[src/rtl/game_ctrl_if.sv]
// game_ctrl_if: button/collision inputs and status outputs of the game sequencer
interface game_ctrl_if #(parameter int SCORE_W = 14);
  logic               frame_tick;
  logic               start_btn;
  logic               pause_btn;
  logic               hit;
  logic [2:0]         state;
  logic               running;
  logic [1:0]         countdown;
  logic               flash;
  logic [SCORE_W-1:0] score;
  logic [SCORE_W-1:0] hiscore;
  logic [2:0]         level;
  modport master (
    output frame_tick, start_btn, pause_btn, hit,
    input  state, running, countdown, flash, score, hiscore, level
  );
  modport slave (
    input  frame_tick, start_btn, pause_btn, hit,
    output state, running, countdown, flash, score, hiscore, level
  );
endinterface

[src/rtl/game_ctrl.sv]
// game_ctrl: clocked game sequencer with countdown, frame-based score, speed level and high score
module game_ctrl #(
  parameter int FRAMES_PER_DIGIT = 60,
  parameter int DEATH_FRAMES     = 64,
  parameter int SCORE_DIV        = 4,
  parameter int SCORE_W          = 14,
  parameter int LEVEL_SHIFT      = 9
) (
  input logic       clk,
  input logic       reset,
  game_ctrl_if.slave bus
);
  typedef enum logic [2:0] {IDLE, COUNT, RUN, PAUSE, DYING, OVER} state_t;
  localparam int FMAX = (3 * FRAMES_PER_DIGIT > DEATH_FRAMES) ? 3 * FRAMES_PER_DIGIT : DEATH_FRAMES;
  localparam int FW   = ($clog2(FMAX) > 4) ? $clog2(FMAX) : 4;
  localparam int DW   = (SCORE_DIV > 1) ? $clog2(SCORE_DIV) : 1;
  state_t             st;
  logic [FW-1:0]      fcnt;
  logic [FW-1:0]      fnext;
  logic [DW-1:0]      div;
  logic [SCORE_W-1:0] score;
  logic [SCORE_W-1:0] hiscore;
  logic [2:0]         level;
  logic [1:0]         countdown;
  logic               running;
  logic               flash;
  logic               start_q;
  logic               pause_q;
  logic               start_rise;
  logic               pause_rise;
  logic               tick;
  logic               div_wrap;
  assign fnext    = fcnt + 1'b1;
  assign tick     = bus.frame_tick;
  assign div_wrap = div == DW'(SCORE_DIV - 1);
  function automatic logic [1:0] digit(input logic [FW-1:0] f);
    digit = (f < FW'(FRAMES_PER_DIGIT)) ? 2'd3 : (f < FW'(2 * FRAMES_PER_DIGIT)) ? 2'd2 : 2'd1;
  endfunction
  function automatic logic [2:0] lvl(input logic [SCORE_W-1:0] s);
    lvl = ((s >> LEVEL_SHIFT) > SCORE_W'(7)) ? 3'd7 : 3'(s >> LEVEL_SHIFT);
  endfunction
  // Registered rising-edge detectors; previous levels reset high so a held button gives no edge
  always_ff @(posedge clk or negedge reset)
    if (!reset) begin
      start_q    <= 1'b1;
      pause_q    <= 1'b1;
      start_rise <= 1'b0;
      pause_rise <= 1'b0;
    end else begin
      start_q    <= bus.start_btn;
      pause_q    <= bus.pause_btn;
      start_rise <= bus.start_btn & ~start_q;
      pause_rise <= bus.pause_btn & ~pause_q;
    end
  // Game state machine with counters and registered outputs derived from the next state
  always_ff @(posedge clk or negedge reset)
    if (!reset) begin
      st        <= IDLE;
      fcnt      <= '0;
      div       <= '0;
      score     <= '0;
      hiscore   <= '0;
      level     <= '0;
      running   <= 1'b0;
      countdown <= 2'd0;
      flash     <= 1'b0;
    end else begin
      level <= lvl(score);
      case (st)
        IDLE, OVER:
          if (start_rise) begin
            st        <= COUNT;
            fcnt      <= '0;
            div       <= '0;
            score     <= '0;
            level     <= '0;
            countdown <= 2'd3;
          end
        COUNT:
          if (tick) begin
            if (fcnt == FW'(3 * FRAMES_PER_DIGIT - 1)) begin
              st        <= RUN;
              fcnt      <= '0;
              running   <= 1'b1;
              countdown <= 2'd0;
            end else begin
              fcnt      <= fnext;
              countdown <= digit(fnext);
            end
          end
        RUN:
          if (tick && bus.hit) begin
            st      <= DYING;
            fcnt    <= '0;
            running <= 1'b0;
            flash   <= 1'b0;
          end else begin
            if (tick) begin
              div <= div_wrap ? '0 : div + 1'b1;
              if (div_wrap && score != '1) score <= score + 1'b1;
            end
            if (pause_rise) begin
              st      <= PAUSE;
              running <= 1'b0;
            end
          end
        PAUSE:
          if (pause_rise) begin
            st      <= RUN;
            running <= 1'b1;
          end
        DYING:
          if (tick) begin
            if (fcnt == FW'(DEATH_FRAMES - 1)) begin
              st    <= OVER;
              fcnt  <= '0;
              flash <= 1'b0;
              if (score > hiscore) hiscore <= score;
            end else begin
              fcnt  <= fnext;
              flash <= fnext[3];
            end
          end
        default: begin
          st        <= IDLE;
          fcnt      <= '0;
          running   <= 1'b0;
          countdown <= 2'd0;
          flash     <= 1'b0;
        end
      endcase
    end
  assign bus.state     = st;
  assign bus.running   = running;
  assign bus.countdown = countdown;
  assign bus.flash     = flash;
  assign bus.score     = score;
  assign bus.hiscore   = hiscore;
  assign bus.level     = level;
endmodule

[src/flat_wrapper.sv]
// flat-port wrapper written by rule: the top's interface ports become plain ports
module game_ctrl_flat 
#(
  parameter int FRAMES_PER_DIGIT = 60,
  parameter int DEATH_FRAMES     = 64,
  parameter int SCORE_DIV        = 4,
  parameter int SCORE_W          = 14,
  parameter int LEVEL_SHIFT      = 9
)
  (clk, reset, bus_frame_tick, bus_start_btn, bus_pause_btn, bus_hit, bus_state, bus_running, bus_countdown, bus_flash, bus_score, bus_hiscore, bus_level);
  game_ctrl_if #(.SCORE_W(SCORE_W)) bus_i ();
  input logic clk;
  input logic reset;
  input wire logic [$bits(bus_i.frame_tick)-1:0] bus_frame_tick;
  input wire logic [$bits(bus_i.start_btn)-1:0] bus_start_btn;
  input wire logic [$bits(bus_i.pause_btn)-1:0] bus_pause_btn;
  input wire logic [$bits(bus_i.hit)-1:0] bus_hit;
  output wire logic [$bits(bus_i.state)-1:0] bus_state;
  output wire logic [$bits(bus_i.running)-1:0] bus_running;
  output wire logic [$bits(bus_i.countdown)-1:0] bus_countdown;
  output wire logic [$bits(bus_i.flash)-1:0] bus_flash;
  output wire logic [$bits(bus_i.score)-1:0] bus_score;
  output wire logic [$bits(bus_i.hiscore)-1:0] bus_hiscore;
  output wire logic [$bits(bus_i.level)-1:0] bus_level;
  assign bus_i.frame_tick = bus_frame_tick;
  assign bus_i.start_btn = bus_start_btn;
  assign bus_i.pause_btn = bus_pause_btn;
  assign bus_i.hit = bus_hit;
  assign bus_state = bus_i.state;
  assign bus_running = bus_i.running;
  assign bus_countdown = bus_i.countdown;
  assign bus_flash = bus_i.flash;
  assign bus_score = bus_i.score;
  assign bus_hiscore = bus_i.hiscore;
  assign bus_level = bus_i.level;
  game_ctrl #(.FRAMES_PER_DIGIT(FRAMES_PER_DIGIT), .DEATH_FRAMES(DEATH_FRAMES), .SCORE_DIV(SCORE_DIV), .SCORE_W(SCORE_W), .LEVEL_SHIFT(LEVEL_SHIFT)) u_core (.clk(clk), .reset(reset), .bus(bus_i));
endmodule
[config.mk]
export PLATFORM = sky130hd
export DESIGN_NAME = game_ctrl_flat
export DESIGN_NICKNAME = d
export VERILOG_FILES = /design/src/rtl/game_ctrl_if.sv /design/src/rtl/game_ctrl.sv /design/src/flat_wrapper.sv
export SDC_FILE = /design/constraint.sdc
export NUM_CORES = 1
export LEC_CHECK = 0
export CORE_MARGIN = 1.5
export CORE_UTILIZATION = 40
export CTS_CLUSTER_DIAMETER = 30
export DETAILED_ROUTE_END_ITERATION = 8
export PLACE_DENSITY = 0.6
export SLEW_MARGIN = 0
export SYNTH_ARGS = -nofsm -noshare
export SYNTH_HDL_FRONTEND = slang
export SYNTH_SLANG_ARGS = --single-unit
[constraint.sdc]
create_clock -name clk -period 4.5 [get_ports clk]
set_input_delay 0.675 -clock clk [delete_from_list [all_inputs] [get_ports clk]]
set_output_delay 0.675 -clock clk [all_outputs]
set_load 0.03 [all_outputs]
==> summary.md <==
| Metric | Value |
|---|---|
| Synthesized cell area | roughly 3200 µm² |
| Clock root cell | clkbuf_8 |
| CP startpoint kind | flip-flop |
| Seq/Total Area, Yosys | 0.411 |
| Die H | about 92 µm |
| All-layer global routing usage | 0.175 |
| Clock skew | 0.00678 ns |
| Hold_ws | about 0.5 ns |
| Routed wire length | 6.86 mm |
| Initial drt markers | about 170 |
| Setup TNS | 0 ns |
| WL met1 | between 3 and 4 mm |
| CTS max path bufs | 2 |
| CTS tree | done |
| Endpoints failing hold | 0 |
| Area of the multi-input gates | 1720 µm² |
| Largest net degree at the start of global routing | 53 |
| Util after Layout | 0.490 |
| Crit path time final | ~2.6 ns |
| Clock transition at the registers of the reported paths | around 0.10 ns |
| Total grt overflow | 0 |
| DP Area | about 3700 µm² |
| Area of the core | around 7700 µm² |
| Layout Area Growth over Synthesis | 18.8% |
| RSZ-0062 raised after global routing | false |
| Row count | 32 |
| Final setup vio count | 0 |
| Power per Cell Area | between 300 and 400 nW/µm² |
| Fill cells | approximately 740 |
| Share of layout cells above drive strength 1 | 0.119 |
| Die width | slightly above 90 µm |
| Final Max Slew Viols | 0 |
| Drt wl/cell | between 10 and 15 µm |
| Setup Crit Path Kind | flip-flop to flip-flop |
| Top Metal Used | met4 |
| Placed Cells incl. Taps | approximately 460 |
| Post-synth EDFFs | 0 |
| DR pass1 iterations | 4 |
| Via count | roughly 2,600 |
| Vias per cell | approximately 5.5 |
| DRC violations left | 0 |
| Leak Pwr | about 1.7 nW |
| GP Congestion | around 0.8 |
| Worst IR Drop VDD | roughly 0.33 mV |
| Place WS | about 1.7 ns |
| Ant diodes | 0 |
| YS warnings | 0 |
| Max Cap Viol | 0 |
| Setup ws final | 1.88 ns |
| CTS H-tree depth | 2 |
| Antenna Violating Nets Remaining | 0 |
| Worst min path class | input port to asynchronous set/reset pin |
| Critical path arrival | 2.82 ns |
| Main flop type after synthesis | dfrtp_1 |
| Mapped Cells | 318 |
| Asr flop ratio synth | 1.00 |
| Cell area after layout | about 3800 µm² |
| Non-Filler Instances | about 460 |
| Met2 WL | 3.25 mm |
| Vias in the first global route | 2,484 |
| Slew HR | 0.508 |
| Worst Setup End Kind | flip-flop |
| Yosys reg bits | 52 |
| Storage cell area | around 1300 µm² |
| Hold Buf Count CTS | 0 |
| Number of clock sinks seen by CTS | 52 |
| Post-CTS Setup Inserts | 0 |
| IO buf count | 43 |
| Met3 WL post-DR | 194 µm |
| Clk_lat worst skew | 0.31 ns |
| Initial antenna violation count | 0 |
| Syn Nets | 341 |
| Post-DP HPWL | around 4.8 mm |
| Slew @ Worst Pin | approximately 0.74 ns |
| Worst-path fanout max | 10 |
| Req. time, crit path | 4.70 ns |
| Cts bufs inserted | 5 |
| Initial Util | 0.413 |
| PostCTS Resize Cnt | 0 |
| Design Power | roughly 1.4 mW |
| Status | completed |
| Tcrit/Tclk final | 0.583 |
| Nets | roughly 380 |
| DIE AREA | 8470 µm² |
| Global-route wire length before repair | 12.0 mm |
| Max frequency | ~0.38 GHz |
| I/O pin cnt | 44 |
| Avg Synthesized Cell Area | 9.97 µm² |
| Synth unique cells | 70 |
-- layer usage --
metal | track usage | vias up
met4 | 0.0513 | 0
met5 | 0 | -
met3 | 0.0307 | 9
li1 | - | 1249
met2 | 0.291 | 54
met1 | 0.232 | 1244
-- registers in the layout, indices dropped and copies added, names as in the netlist --
name	count
u_core.start_q	1
u_core.fcnt	8
u_core.start_rise	1
u_core.div	2
u_core.bus.running	1
u_core.bus.state	3
u_core.bus.flash	1
u_core.bus.score	14
u_core.bus.hiscore	14
u_core.bus.level	3
u_core.pause_rise	1
u_core.pause_q	1
u_core.bus.countdown	2
-- worst paths after layout --
path	startpoint	endpoint	slack (ns)	depth (start not counted)
hold / removal	reset	u_core.bus.hiscore[4]$_DFFE_PN0P_	0.49	2
min in group clk	u_core.start_q$_DFF_PN1_	u_core.start_rise$_DFF_PN0_	0.49	1
setup / recovery	u_core.bus.score[13]$_DFFE_PN0P_	u_core.bus.hiscore[6]$_DFFE_PN0P_	1.88	7
setup reg to reg	u_core.bus.score[13]$_DFFE_PN0P_	u_core.bus.hiscore[6]$_DFFE_PN0P_	1.88	7
max in group asynchronous	reset	u_core.bus.state[1]$_DFFE_PN0P_	3.56	2
hold reg to reg	u_core.start_q$_DFF_PN1_	u_core.start_rise$_DFF_PN0_	0.49	1
-- power breakdown --
| group | internal, mW | total [mW] | leakage, nW | switching, mW |
|---|---|---|---|---|
| Clock | 0.123 | 0.280 | 0.0510 | 0.157 |
| Sequential | 0.515 | 0.605 | 0.687 | 0.0901 |
| Combinational | 0.214 | 0.495 | 0.940 | 0.281 |
| Total | 0.852 | 1.38 | 1.68 | 0.528 |
-- final cells by class --
type	instances	share of cell area
inverters	23	0.0229
clock buffers	6	0.0219
clock inverters	2	0.00266
repair buffers	45	0.117
multi-input cells	233	0.456
well taps	102	0.0339
flip-flops and latches	52	0.346
-- worst max-delay path: stages, from the launching register on --
cell     delay (ns)
dfrtp_1        0.48
ha_1           0.35
and4_2         0.25
nand3_1        0.15
nor2_1         0.09
o41ai_4        0.53
buf_4          0.31
mux2_2         0.35
-- kinds of logic (layout without fill, tap and decap cells) --
group / Yosys count / count (layout) / share of synthesized area
and+or+nand+nor: 122 / 122 / 0.224
AOI/OAI and AO/OA: 67 / 67 / 0.154
DFF: 52 / 52 / 0.411
buffers and inverters: 33 / 76 / 0.0473
adders and majority gates: 17 / 17 / 0.0671
muxes: 17 / 17 / 0.0667
xor gates and xnor gates: 10 / 10 / 0.0300
-- cells in the mapped netlist, types with 3 or more instances --
master	n	area (µm²)
o21ai_0	20	100
nand2_1	24	90.1
and3_1	3	18.8
nor3_1	11	55.1
clkbuf_1	4	15.0
nand3_1	12	60.1
and4_1	3	26.3
o31ai_1	4	30.0
mux2_4	7	105
dfrtp_1	50	1250
nor2b_1	10	62.6
nor4_1	3	18.8
ha_1	17	213
buf_2	3	15.0
mux2_2	5	56.3
or3_1	5	31.3
a22o_1	6	52.6
mux2i_1	5	50.1
inv_1	22	82.6
nand4_1	6	37.5
a21oi_1	12	60.1
buf_6	3	33.8
xnor2_1	5	43.8
nor2_1	21	78.8
xor2_1	4	35.0
-- cells in the final DEF, fill, tap and decap left out, types with 3 or more instances in the layout --
cell and count:
ha_1 17, dfrtp_1 50, or3_1 5, nor2b_1 10, xor2_1 4, mux2_2 5, nor2_1 21, nand4_1 6
a21oi_1 12, mux2i_1 5, nor3_1 11, and4_1 3, clkdlybuf4s50_1 42, clkbuf_8 6, o31ai_1 4, xnor2_1 5
nand2_1 24, nor4_1 3, nand3_1 12, a22o_1 6, o21ai_0 20, mux2_4 7, inv_1 22, and3_1 3
(Power assumes the default switching activity.)
